$ cat config.mk
export PLATFORM = sky130hd
export DESIGN_NAME = if_prefetch
export DESIGN_NICKNAME = d
export VERILOG_FILES = /design/src/rtl/if_prefetch.sv
export SDC_FILE = /design/constraint.sdc
export NUM_CORES = 1
export LEC_CHECK = 0
export BUFFER_PORTS_ARGS = -buffer_cell sky130_fd_sc_hd__buf_2
export CORE_MARGIN = 2
export CORE_UTILIZATION = 52
export DETAILED_ROUTE_END_ITERATION = 8
export GPL_ROUTABILITY_DRIVEN = 0
export PLACE_DENSITY = 0.74
export SLEW_MARGIN = 20
export SYNTH_ARGS = -nofsm -noshare
export SYNTH_HDL_FRONTEND = slang
export SYNTH_SLANG_ARGS = --single-unit
$ cat constraint.sdc
create_clock -name clk -period 5.6 [get_ports clk]
set_clock_uncertainty 0.2 [all_clocks]
set_input_delay 1.12 -clock clk [delete_from_list [all_inputs] [get_ports clk]]
set_output_delay 1.12 -clock clk [all_outputs]
set_load 0.01 [all_outputs]
$ cat src/rtl/if_prefetch.sv
// if_prefetch: fetches from the PC RAM port into a small {addr, inst} FIFO feeding decode;
// a jump from execute flushes the FIFO and redirects fetch.
module if_prefetch #(
    parameter int          DEPTH    = 4,
    parameter logic [31:0] RESET_PC = 32'h0000_0000,
    parameter logic [31:0] INST_NOP = 32'h0000_0013
) (
    input  logic        clk,
    input  logic        rst,
    input  logic        jump_flag_i,
    input  logic [31:0] jump_addr_i,
    input  logic        hold_i,
    output logic        pc_re_o,
    output logic [31:0] pc_raddr_o,
    input  logic [31:0] pc_rdata_i,
    output logic        inst_valid_o,
    output logic [31:0] inst_o,
    output logic [31:0] inst_addr_o,
    input  logic        inst_ready_i
);
    localparam int AW = $clog2(DEPTH);
    localparam logic [AW:0] FULL = (AW+1)'(DEPTH);

    logic [31:0]   fetch_pc;
    logic [63:0]   mem [DEPTH];
    logic [AW-1:0] wr_ptr, rd_ptr;
    logic [AW:0]   count;
    logic          push, pop, empty;

    assign empty        = count == '0;
    assign pc_raddr_o   = fetch_pc;
    assign pc_re_o      = !rst && !jump_flag_i && !hold_i && count != FULL;
    assign inst_valid_o = !empty && !jump_flag_i;
    assign inst_o       = empty ? INST_NOP : mem[rd_ptr][31:0];
    assign inst_addr_o  = empty ? 32'h0 : mem[rd_ptr][63:32];
    assign push         = pc_re_o;
    assign pop          = inst_valid_o && inst_ready_i;

    always_ff @(posedge clk or posedge rst) begin
        if (rst) begin
            fetch_pc <= RESET_PC;
            wr_ptr   <= '0;
            rd_ptr   <= '0;
            count    <= '0;
        end else if (jump_flag_i) begin
            // misaligned targets are forced to word alignment
            fetch_pc <= jump_addr_i & ~32'h3;
            wr_ptr   <= '0;
            rd_ptr   <= '0;
            count    <= '0;
        end else begin
            if (push) begin
                wr_ptr   <= wr_ptr + AW'(1);
                fetch_pc <= fetch_pc + 32'd4;
            end
            if (pop) rd_ptr <= rd_ptr + AW'(1);
            count <= count + {{AW{1'b0}}, push} - {{AW{1'b0}}, pop};
        end
    end

    always_ff @(posedge clk) begin
        if (push) mem[wr_ptr] <= {fetch_pc, pc_rdata_i};
    end
endmodule

==> impl_metrics.json <==
{
  "finalSetupTns_ps": 0,
  "cts_buffers": 29,
  "cts_sinks": 285,
  "row_count": 54,
  "critPathKind": "reg -> out",
  "start_util_pct": 53.1,
  "r2r-start": "count[1]",
  "relSlewSlack_pct": 33.8,
  "synth-main-ff-cell": "edfxtp_1",
  "num_vias": 6594,
  "postRouteAntennaNets": 0,
  "ir_drop_mv": 0.290,
  "async_flop_share_pct": 13.0,
  "gr-usage-met1_pct": 27.9,
  "die_area_mm2": 0.0236,
  "drtIter0Drc": 400,
  "worstPathMaxFanout": 46,
  "hold_depth": 1,
  "reg2reg_depth": 4,
  "critPathLaunch": "rd_ptr[0]",
  "wire_per_inst_um": 21.4,
  "cts_root_buf": "clkbuf_16",
  "synth_edf_count": 248,
  "worstHoldPathType": "reg -> reg",
  "grt_pass1_vias": 6835,
  "fp.dieH_um": 153,
  "grt_max_degree": 64,
  "power.density_mw_per_mm2": 417,
  "io_pins": 167,
  "crit_path_end_kind": "output pin",
  "reg2reg_to": "mem[1][21]",
  "grt_overflow": 0,
  "top_usage_layer": "met2",
  "antenna_cells": 0,
  "htree_levels": 1,
  "cts_setup_buffers": 0,
  "detail_route.vias_per_cell": 5.91,
  "drv_slew": 0,
  "ys_warn_count": 0,
  "clk_pin_slew_ps": 60,
  "final_cell_mix": "edfxtp_1, buf_2, mux4_2",
  "clk_latency_ps": 540,
  "min_from": "wr_ptr[0]",
  "final_common_cell": "edfxtp_1",
  "netlist_area_mm2": 0.0116,
  "arrival_ps": 2860,
  "antenna_found_initial": 0,
  "status": "completed",
  "tightest_slew_ps": 993,
  "route.detailed.drc": 0,
  "use_met3_pct": 3.18,
  "rrSetupSlack_ps": 2230,
  "worstPathRequired_ps": 4280,
  "ctsResizeCount": 0,
  "syn_inst": 651,
  "grt_setup_unrepaired": "false",
  "wl_mm": 23.9,
  "min_period_ps": 4180,
  "area_growth_pct": 17.2,
  "setup_viol": 0,
  "seq_area_frac_synth_pct": 72.1,
  "grt_pass1_wl_mm": 37.3,
  "dr.pass1.iters": 5,
  "core_mm2": 0.0219,
  "hpwlAfterDp_mm": 13.9,
  "nNetsFinal": 889,
  "portBuffers": 160,
  "startpoint_type": "flop",
  "fin_ws_ps": 1420,
  "die_width_um": 153,
  "synth_seq_cells": 285,
  "hold_viol": 0,
  "ctsLongestPathBuffers": 3,
  "grt_use_met2_pct": 34.4,
  "max_cap_viol_count": 0,
  "ys_types": 50,
  "track_usage_pct": 20.3,
  "syn_avg_cell_area_um2": 17.8,
  "cp-endpoint": "inst_o[19]",
  "p_leak_nw": 4.85,
  "cts_tree": "done",
  "fmax_mhz": 239,
  "hold_buffers": 0,
  "min_period_over_period_pct": 74.7,
  "drive_above_1_share_pct": 35.2,
  "dp_slack_ps": 1640
}
-- kinds of logic (layout without fill, tap and decap cells) --
group,count (synthesis),count (layout),synth area share (%)
other,1,4,0.0323
XOR/XNOR,5,5,0.377
flip-flops,285,285,72.1
adder cells (fa/ha/maj),8,8,0.926
AND/OR/NAND/NOR,186,186,9.06
AO/OA/AOI/OAI,56,56,3.58
multiplexers,63,63,12.1
buffers and inverters,47,228,1.84
-- report_power, final --
part,total [mW],internal (mW),leakage [nW],switching [mW]
combinational,1.12,0.575,1.68,0.543
clock,1.93,1.15,0.466,0.784
sequential,2.62,2.42,2.70,0.206
-- per-layer routing --
| metal | routed length (µm) | up-vias | part of all wire, % |
|---|---|---|---|
| li1 | - | 2900 | - |
| met1 | 9890 | 3346 | 41 |
| met2 | 11800 | 308 | 50 |
| met3 | 1750 | 40 | 7.3 |
| met4 | 405 | 0 | 1.7 |
| met5 | 0 | - | 0 |
-- worst max-delay path, stage by stage, from the launching register on --
cell and delay (ps):
dfrtp_4 1060, buf_4 390, mux4_2 530, and2_1 180, buf_2 140
-- flip-flops by register name, summed over array words and instances, names as in the netlist --
signal	flops
mem	248
count	3
pc_raddr_o	30
rd_ptr	2
wr_ptr	2
-- cells in the mapped netlist, types with 2 or more instances --
library cell | instances | area, µm²
a21oi_1 | 2 | 10.0
o311ai_0 | 6 | 52.6
or3_1 | 2 | 12.5
nor4_4 | 2 | 42.5
edfxtp_1 | 248 | 7450
or2_2 | 5 | 31.3
nand3_1 | 21 | 105
and3_1 | 2 | 12.5
nand2_2 | 2 | 12.5
a221o_1 | 6 | 60.1
a31oi_1 | 3 | 18.8
o211ai_1 | 16 | 120
buf_4 | 4 | 30.0
nor4_1 | 3 | 18.8
mux4_2 | 62 | 1400
xor2_1 | 4 | 35.0
or4_1 | 5 | 37.5
nand3b_1 | 2 | 15.0
nor3_1 | 4 | 20.0
ha_1 | 7 | 87.6
nand2_1 | 39 | 146
nor2b_1 | 2 | 12.5
o21ai_0 | 12 | 60.1
a22oi_1 | 3 | 22.5
nor2_1 | 21 | 78.8
dfrtp_1 | 37 | 926
inv_1 | 9 | 33.8
buf_2 | 12 | 60.1
and2_1 | 64 | 400
clkbuf_1 | 19 | 71.3
nand4_1 | 8 | 50.1
-- layout make-up --
| type | instances | area (µm²) |
|---|---|---|
| fill | 1609 | 8270 |
| inverter | 10 | 37.5 |
| timing repair buffer | 164 | 831 |
| clock buffer | 35 | 758 |
| tap | 280 | 350 |
| multi-input combinational | 322 | 3060 |
| clock inverter | 19 | 204 |
| sequential | 285 | 8380 |
-- worst min-delay path by stage --
stage / end / slack [ps]
2_1_floorplan: wr_ptr[0] / 310
3_3_place_gp: wr_ptr[0] / 340
3_5_place_dp: wr_ptr[0] / 400
4_1_cts: wr_ptr[0] / 410
5_1_grt: wr_ptr[0] / 450
6_report: wr_ptr[0] / 400
-- stage by stage --
stage | hold slack (ps) | utilization (%) | area (µm²) | std cells | total power [mW]
after floorplan | 313 | - | 11600 | 654 | 3.35
after CTS | 407 | 62.2 | 13600 | 1115 | 5.74
after global placement | 340 | 57.8 | 12700 | 1061 | 3.78
final | 396 | 62.2 | 13600 | 1115 | 5.67
after global routing | 448 | 62.2 | 13600 | 1115 | 5.92
after detailed placement | 398 | 57.8 | 12700 | 1061 | 3.81
Power figures use the tool's default switching activity.
